<file path="config.mk">
export PLATFORM = sky130hd
export DESIGN_NAME = fft_reorder16
export DESIGN_NICKNAME = d
export VERILOG_FILES = /design/src/rtl/fft_pkg.sv /design/src/rtl/fft_bank_ram.sv /design/src/rtl/fft_reorder16.sv
export SDC_FILE = /design/constraint.sdc
export NUM_CORES = 1
export LEC_CHECK = 0
export BUFFER_PORTS_ARGS = -buffer_cell sky130_fd_sc_hd__buf_2
export CORE_MARGIN = 2
export CORE_UTILIZATION = 44
export DETAILED_ROUTE_END_ITERATION = 16
export GPL_ROUTABILITY_DRIVEN = 0
export PLACE_DENSITY = 0.63
export SLEW_MARGIN = 20
export SYNTH_ARGS = -nofsm -noshare
export SYNTH_HDL_FRONTEND = slang
export SYNTH_SLANG_ARGS = --single-unit
</file>
<file path="constraint.sdc">
create_clock -name clk -period 9.1 [get_ports clk]
set_input_delay 0.91 -clock clk [delete_from_list [all_inputs] [get_ports clk]]
set_output_delay 0.91 -clock clk [all_outputs]
set_load 0.02 [all_outputs]
</file>
<file path="src/rtl/fft_pkg.sv">
// -----------------------------------------------------------------------------
// fft_pkg
// Purpose : Constants and helpers shared by the 16-point FFT output reorder
//           logic (frame size, address width, bit-reversal of a bin index).
// Ports   : none (package).
// -----------------------------------------------------------------------------
package fft_pkg;

  localparam int FFT_POINTS = 16;
  localparam int FFT_LOG2   = 4;

  typedef logic [FFT_LOG2-1:0] bin_t;

  // Reverse the 4 bits of a bin index (0b0001 -> 0b1000).
  function automatic bin_t bitrev4(input bin_t a);
    bin_t r;
    for (int i = 0; i < FFT_LOG2; i++) begin
      r[i] = a[FFT_LOG2-1-i];
    end
    return r;
  endfunction

endpackage

</file>
<file path="src/rtl/fft_bank_ram.sv">
// -----------------------------------------------------------------------------
// fft_bank_ram
// Purpose : Two 16-entry sample banks held in one 32-deep memory. The address
//           MSB selects the bank. One write port, one registered read port.
// Ports   : clk     - clock
//           rst_n   - asynchronous active-low reset (read register only)
//           i_we    - write enable
//           i_waddr - write address {bank, entry}
//           i_wdata - write data
//           i_re    - read enable; the read register holds when low
//           i_raddr - read address {bank, entry}
//           o_rdata - registered read data
// -----------------------------------------------------------------------------
module fft_bank_ram
  import fft_pkg::*;
#(
  parameter int W = 16
) (
  input  logic                  clk,
  input  logic                  rst_n,
  input  logic                  i_we,
  input  logic [FFT_LOG2:0]     i_waddr,
  input  logic [W-1:0]          i_wdata,
  input  logic                  i_re,
  input  logic [FFT_LOG2:0]     i_raddr,
  output logic [W-1:0]          o_rdata
);

  logic [W-1:0] r_mem [0:2*FFT_POINTS-1];

  // Storage itself carries no reset so it can map onto block RAM.
  always_ff @(posedge clk) begin
    if (i_we) begin
      r_mem[i_waddr] <= i_wdata;
    end
  end

  // The read register doubles as the block's output data register, so it is
  // cleared on reset and holds its value while the consumer stalls.
  always_ff @(posedge clk or negedge rst_n) begin
    if (!rst_n) begin
      o_rdata <= '0;
    end else if (i_re) begin
      o_rdata <= r_mem[i_raddr];
    end
  end

endmodule

</file>
<file path="src/rtl/fft_reorder16.sv">
// -----------------------------------------------------------------------------
// fft_reorder16
// Purpose : Converts bit-reversed 16-point FFT output into natural frequency
//           order using two ping-pong banks. Samples pass unmodified.
// Ports   : clk        - clock
//           clear      - asynchronous active-low reset
//           in_valid   - input sample strobe (bit-reversed order)
//           in_r/in_im - input sample, N-bit two's complement
//           out_ready  - consumer accepts the current output
//           out_valid  - output qualifier
//           out_r/out_im - output sample in natural order
//           out_index  - natural bin number of the output
//           frame_done - high with the bin-15 output beat
//           overflow   - sticky: an input sample was dropped
//           mag        - |out_r|+|out_im| (only with FFT_REORDER_MAG_EN)
// Option  : define FFT_REORDER_MAG_EN to add the mag output.
// -----------------------------------------------------------------------------
module fft_reorder16
  import fft_pkg::*;
#(
  parameter int N = 8
) (
  input  logic                clk,
  input  logic                clear,
  input  logic                in_valid,
  input  logic [N-1:0]        in_r,
  input  logic [N-1:0]        in_im,
  input  logic                out_ready,
  output logic                out_valid,
  output logic [N-1:0]        out_r,
  output logic [N-1:0]        out_im,
  output logic [FFT_LOG2-1:0] out_index,
  output logic                frame_done,
`ifdef FFT_REORDER_MAG_EN
  output logic [N:0]          mag,
`endif
  output logic                overflow
);

`ifdef FFT_REORDER_MAG_EN
  // Magnitude is computed on the write side and stored next to the sample, so
  // it leaves the RAM read register in the same cycle as out_r/out_im.
  localparam int DW = 3*N + 1;
`else
  localparam int DW = 2*N;
`endif

  logic                r_wbank;
  logic [FFT_LOG2-1:0] r_wcnt;
  logic [1:0]          r_full;
  logic                r_rbank;
  logic [FFT_LOG2-1:0] r_rcnt;
  logic                r_out_valid;
  logic                r_frame_done;
  logic                r_overflow;

  logic                w_fire;
  logic                w_release;
  logic                w_accept;
  logic                w_wrap;
  logic                w_other_bank;
  logic                w_re;
  logic [FFT_LOG2:0]   w_raddr;
  logic                w_rbank_next;
  logic [FFT_LOG2-1:0] w_rcnt_next;
  logic                w_valid_next;
  logic [1:0]          w_full_next;
  logic [DW-1:0]       w_wdata;
  logic [DW-1:0]       w_rdata;

  assign w_fire       = r_out_valid & out_ready;
  assign w_release    = w_fire & (r_rcnt == 4'd15);
  assign w_other_bank = ~r_rbank;
  // A bank freed on this edge can take a write on the same edge.
  assign w_accept     = in_valid & (~r_full[r_wbank] | (w_release & (r_rbank == r_wbank)));
  assign w_wrap       = w_accept & (r_wcnt == 4'd15);

`ifdef FFT_REORDER_MAG_EN
  logic [N-1:0] w_abs_r;
  logic [N-1:0] w_abs_im;
  logic [N:0]   w_mag;
  // Read as unsigned N bits, the negation of -2^(N-1) is exactly 2^(N-1).
  assign w_abs_r  = in_r[N-1]  ? (~in_r  + 1'b1) : in_r;
  assign w_abs_im = in_im[N-1] ? (~in_im + 1'b1) : in_im;
  assign w_mag    = {1'b0, w_abs_r} + {1'b0, w_abs_im};
  assign w_wdata  = {w_mag, in_r, in_im};
  assign mag      = w_rdata[3*N:2*N];
`else
  assign w_wdata  = {in_r, in_im};
`endif

  // Read-side sequencing: load the next bin when the output slot is empty or
  // is being consumed; otherwise the RAM read register holds.
  always_comb begin
    w_re         = 1'b0;
    w_raddr      = '0;
    w_rbank_next = r_rbank;
    w_rcnt_next  = r_rcnt;
    w_valid_next = r_out_valid;
    if (!r_out_valid) begin
      if (r_full[r_rbank]) begin
        w_re         = 1'b1;
        w_raddr      = {r_rbank, 4'd0};
        w_rcnt_next  = 4'd0;
        w_valid_next = 1'b1;
      end
    end else if (w_fire) begin
      if (!w_release) begin
        w_re        = 1'b1;
        w_rcnt_next = r_rcnt + 4'd1;
        w_raddr     = {r_rbank, w_rcnt_next};
      end else begin
        // Bank finished: move to the other bank, continuing at once if full.
        w_rbank_next = w_other_bank;
        w_rcnt_next  = 4'd0;
        if (r_full[w_other_bank]) begin
          w_re         = 1'b1;
          w_raddr      = {w_other_bank, 4'd0};
          w_valid_next = 1'b1;
        end else begin
          w_valid_next = 1'b0;
        end
      end
    end
  end

  always_comb begin
    w_full_next = r_full;
    if (w_release) w_full_next[r_rbank] = 1'b0;
    if (w_wrap)    w_full_next[r_wbank] = 1'b1;
  end

  always_ff @(posedge clk or negedge clear) begin
    if (!clear) begin
      r_wbank      <= 1'b0;
      r_wcnt       <= '0;
      r_full       <= '0;
      r_rbank      <= 1'b0;
      r_rcnt       <= '0;
      r_out_valid  <= 1'b0;
      r_frame_done <= 1'b0;
      r_overflow   <= 1'b0;
    end else begin
      r_full       <= w_full_next;
      r_rbank      <= w_rbank_next;
      r_rcnt       <= w_rcnt_next;
      r_out_valid  <= w_valid_next;
      r_frame_done <= w_valid_next & (w_rcnt_next == 4'd15);
      if (w_accept) begin
        r_wcnt <= r_wcnt + 4'd1;
        if (w_wrap) r_wbank <= ~r_wbank;
      end
      if (in_valid && !w_accept) begin
        r_overflow <= 1'b1;
      end
    end
  end

  fft_bank_ram #(.W(DW)) u_ram (
    .clk     (clk),
    .rst_n   (clear),
    .i_we    (w_accept),
    .i_waddr ({r_wbank, bitrev4(r_wcnt)}),
    .i_wdata (w_wdata),
    .i_re    (w_re),
    .i_raddr (w_raddr),
    .o_rdata (w_rdata)
  );

  assign out_r      = w_rdata[2*N-1:N];
  assign out_im     = w_rdata[N-1:0];
  assign out_valid  = r_out_valid;
  assign out_index  = r_rcnt;
  assign frame_done = r_frame_done;
  assign overflow   = r_overflow;

endmodule

</file>
==> implementation parameters <==
Parameter                              Value

Route
  Number of search-and-repair iterations in the first detailed-routing pass ... 6
  Total wire length ... 55.01 mm
  Initial DRC count ... 1428
  Number of remaining DRC errors ... 0
  Via count ... 12123
  Post-detailed-route via-to-cell ratio ... 6.004
  Number of nets with antenna violations after routing ... 0
  Post-detailed-route wirelength per cell ... 27.24 um

STA
  Crit path time final ... 4.933 ns
  Highest clock rate ... 202.7 MHz
  Setup skew after layout ... 0.03336 ns
  Worst slew margin ... 0.2332
  Final worst slack ... 4.167 ns
  Count of endpoints failing setup in the final report ... 0
  Total count of hold-check failures in the final report ... 0
  Ratio of final minimum period to clock period ... 0.5420
  Worst-margin pin slew ... 1.150 ns
  Setup Total Neg Slack ... 0 ns
  Fin. max-slew vios ... 0
  Setup repair after global routing missed its margin ... false

Synth
  Post-Syn Instances ... 1299
  Most common library cells after synthesis ... sky130_fd_sc_hd__edfxtp_1, sky130_fd_sc_hd__nand2_1, sky130_fd_sc_hd__nor2_1
  Dominant cell by count in the synthesized netlist ... sky130_fd_sc_hd__edfxtp_1
  Async S/R FF share, synth ... 0.05709
  Main area contributors after synthesis ... sky130_fd_sc_hd__edfxtp_1, sky130_fd_sc_hd__mux4_2, sky130_fd_sc_hd__dfrtp_1, sky130_fd_sc_hd__nand2_1, sky130_fd_sc_hd__nand3_1
  Distinct cells, synth ... 56
  Avg Inst Size Synth ... 16.55 um^2
  Post-synth net total ... 1321
  Seq/Total Area, Yosys ... 0.7514
  #FFs+latches synth ... 543
  Netlist area before placement ... 21490 um^2
  EDFF count, synth ... 512
  Flip-flop cell with the highest count after synthesis ... sky130_fd_sc_hd__edfxtp_1
  Leading area contributor after synthesis ... sky130_fd_sc_hd__edfxtp_1
  Area share of the largest cell type after synthesis ... 0.7153
  Synthesis warning total ... 0

Clock network
  TritonCTS buffer count ... 54
  Master cell of the clock root buffer ... sky130_fd_sc_hd__clkbuf_16
  Number of clock sinks ... 543
  CTS tree ... yes
  Maximum buffer depth of the clock tree ... 3
  Post-CTS sizing ... 0
  Clock transition at the register clock pins on the worst setup and hold paths after CTS ... 0.06 ns
  Deepest level of the CTS H-tree ... 2
  Clock latency reported for the late side of the worst-skew pair ... 0.63 ns
  Number of buffers added to fix hold violations after cts ... 0
  Number of buffers added for setup after CTS ... 0

Worst setup path
  Setup crit start kind ... register
  Data required time of the critical path ... 9.59 ns
  Worst path arrival time ... 5.42 ns
  Crit Path Category ... register to register
  Worst-path fanout max ... 99
  Worst setup EP type ... register

Finish
  Antenna diode instance count ... 0
  Signed area change from the synthesized netlist to the final layout ... 12.03%
  Share of final-layout standard cells stronger than drive strength 1 ... 0.1880
  Number of nets in the layout ... 1380

Die
  Site row count ... 80
  Area enclosed by the die boundary ... 50630 um^2
  Die Y ... 225.0 um
  # IOs ... 43
  Core Box Area ... 47950 um^2
  Initial core utilization ... 0.4483
  Die width ... 225.0 um

Run
  Max-cap viol count ... 0

Place
  Number of buffers inserted by port buffering ... 42
  Setup slack after placement ... 4.146 ns
  Detail Placement HPWL ... 30.76 mm

Global routing
  Total overflow reported by the global router ... 0
  Via count of the first global-routing pass ... 11727
  Largest net degree at the start of global routing ... 100
  Overall global routing resource usage ... 0.2211
  Antenna violations before repair ... 2
  Wire length of the first global-routing pass ... 80.62 mm

Status
  Outcome ... completed

Power and ir drop
  Cell leakage power ... 7.918 nW
  Maximum vdd drop ... 184.6 uV
  Power per Cell Area ... 295.9 nW/um^2

Worst hold path
  Hold WC Path Type ... input pin to async pin
==> critical path, stage by stage (launching register included) <==
cell                       delay (ns)
sky130_fd_sc_hd__dfrtp_1         0.48
sky130_fd_sc_hd__ha_1            0.38
sky130_fd_sc_hd__nand3_2         0.76
sky130_fd_sc_hd__nand2_8         1.01
sky130_fd_sc_hd__buf_4           0.89
sky130_fd_sc_hd__mux4_2          0.60
sky130_fd_sc_hd__a22oi_1         0.37
sky130_fd_sc_hd__a311oi_1        0.15
==> through the flow <==
stage                     utilization  power [mW]  std cells  hold WS, ns  cell area [um^2]
after floorplan                     -       4.342       1299       0.5028             21490
after global placement         0.4661       4.951       1917       0.4648             22350
after detailed placement       0.4662       4.983       1917       0.4760             22350
after CTS                      0.5022       7.152       2019       0.4344             24080
after global routing           0.5022       7.397       2019       0.4790             24080
final                          0.5022       7.126       2019       0.4292             24080
==> layer usage <==
| layer | wire [um] | GRT usage | up-vias |
|---|---|---|---|
| li1 | - | - | 5210 |
| met2 | 25100 | 0.3326 | 563 |
| met4 | 1136 | 0.06366 | 2 |
| met1 | 24130 | 0.3345 | 6280 |
| met3 | 4624 | 0.03585 | 68 |
| met5 | 15 | 0 | - |
==> cell usage in the layout, fill, tap and decap left out, drive strengths merged, types with 6 or more instances in the layout <==
| cell | netlist | layout |
|---|---|---|
| a211oi | 17 | 17 |
| a21oi | 52 | 52 |
| a221o | 16 | 16 |
| a22oi | 16 | 16 |
| a311o | 16 | 16 |
| a311oi | 16 | 16 |
| and3 | 19 | 19 |
| buf | 43 | 84 |
| clkbuf | 38 | 76 |
| clkinv | 0 | 18 |
| dfrtp | 31 | 31 |
| edfxtp | 512 | 512 |
| inv | 3 | 6 |
| mux2 | 16 | 16 |
| mux4 | 64 | 64 |
| nand2 | 184 | 184 |
| nand3 | 85 | 85 |
| nor2 | 90 | 90 |
| o21ai | 26 | 26 |
| o32a | 16 | 16 |
| xnor2 | 6 | 6 |
==> flip-flops by register name (all words and copies together), names as in the netlist <==
register	cells
frame_done	1
out_index	4
out_valid	1
overflow	1
r_full	2
r_rbank	1
r_wbank	1
r_wcnt	4
u_ram.o_rdata	16
u_ram.r_mem	512
==> worst paths after layout <==
check                                   from                 to  slack (ns)  cells past startpoint
min in group clk                    overflow           overflow        0.49                      1
worst min register to register      overflow           overflow        0.49                      1
worst min-delay path                   clear            r_wbank        0.43                      1
worst max-delay path            out_index[0]  u_ram.o_rdata[12]        4.17                      7
max in group asynchronous              clear  u_ram.o_rdata[13]        8.05                      1
worst max register to register  out_index[0]  u_ram.o_rdata[12]        4.17                      7
==> cells by family after synthesis <==
logic type,share of synthesized area
flops,0.7514
xor+xnor,0.003610
simple gates,0.08034
fa+ha+maj,0.001164
mux,0.07702
compound gates,0.06392
buf+inv,0.02253
==> final cells by class <==
class,instances,area [um^2]
Clock inverter,26,224.0
Multi-Input combinational cell,672,4893
Timing Repair Buffer,84,525.5
Fill cell,3888,23870
Inverter,3,11.26
Tap cell,615,769.5
Clock buffer,76,1505
Sequential cell,543,16150
==> power by group <==
group,internal (mW),switching (mW)
Sequential,2.93,0.132
Clock,1.24,0.950
Combinational,0.630,1.24
No activity file was read; power rests on OpenSTA's default activity.
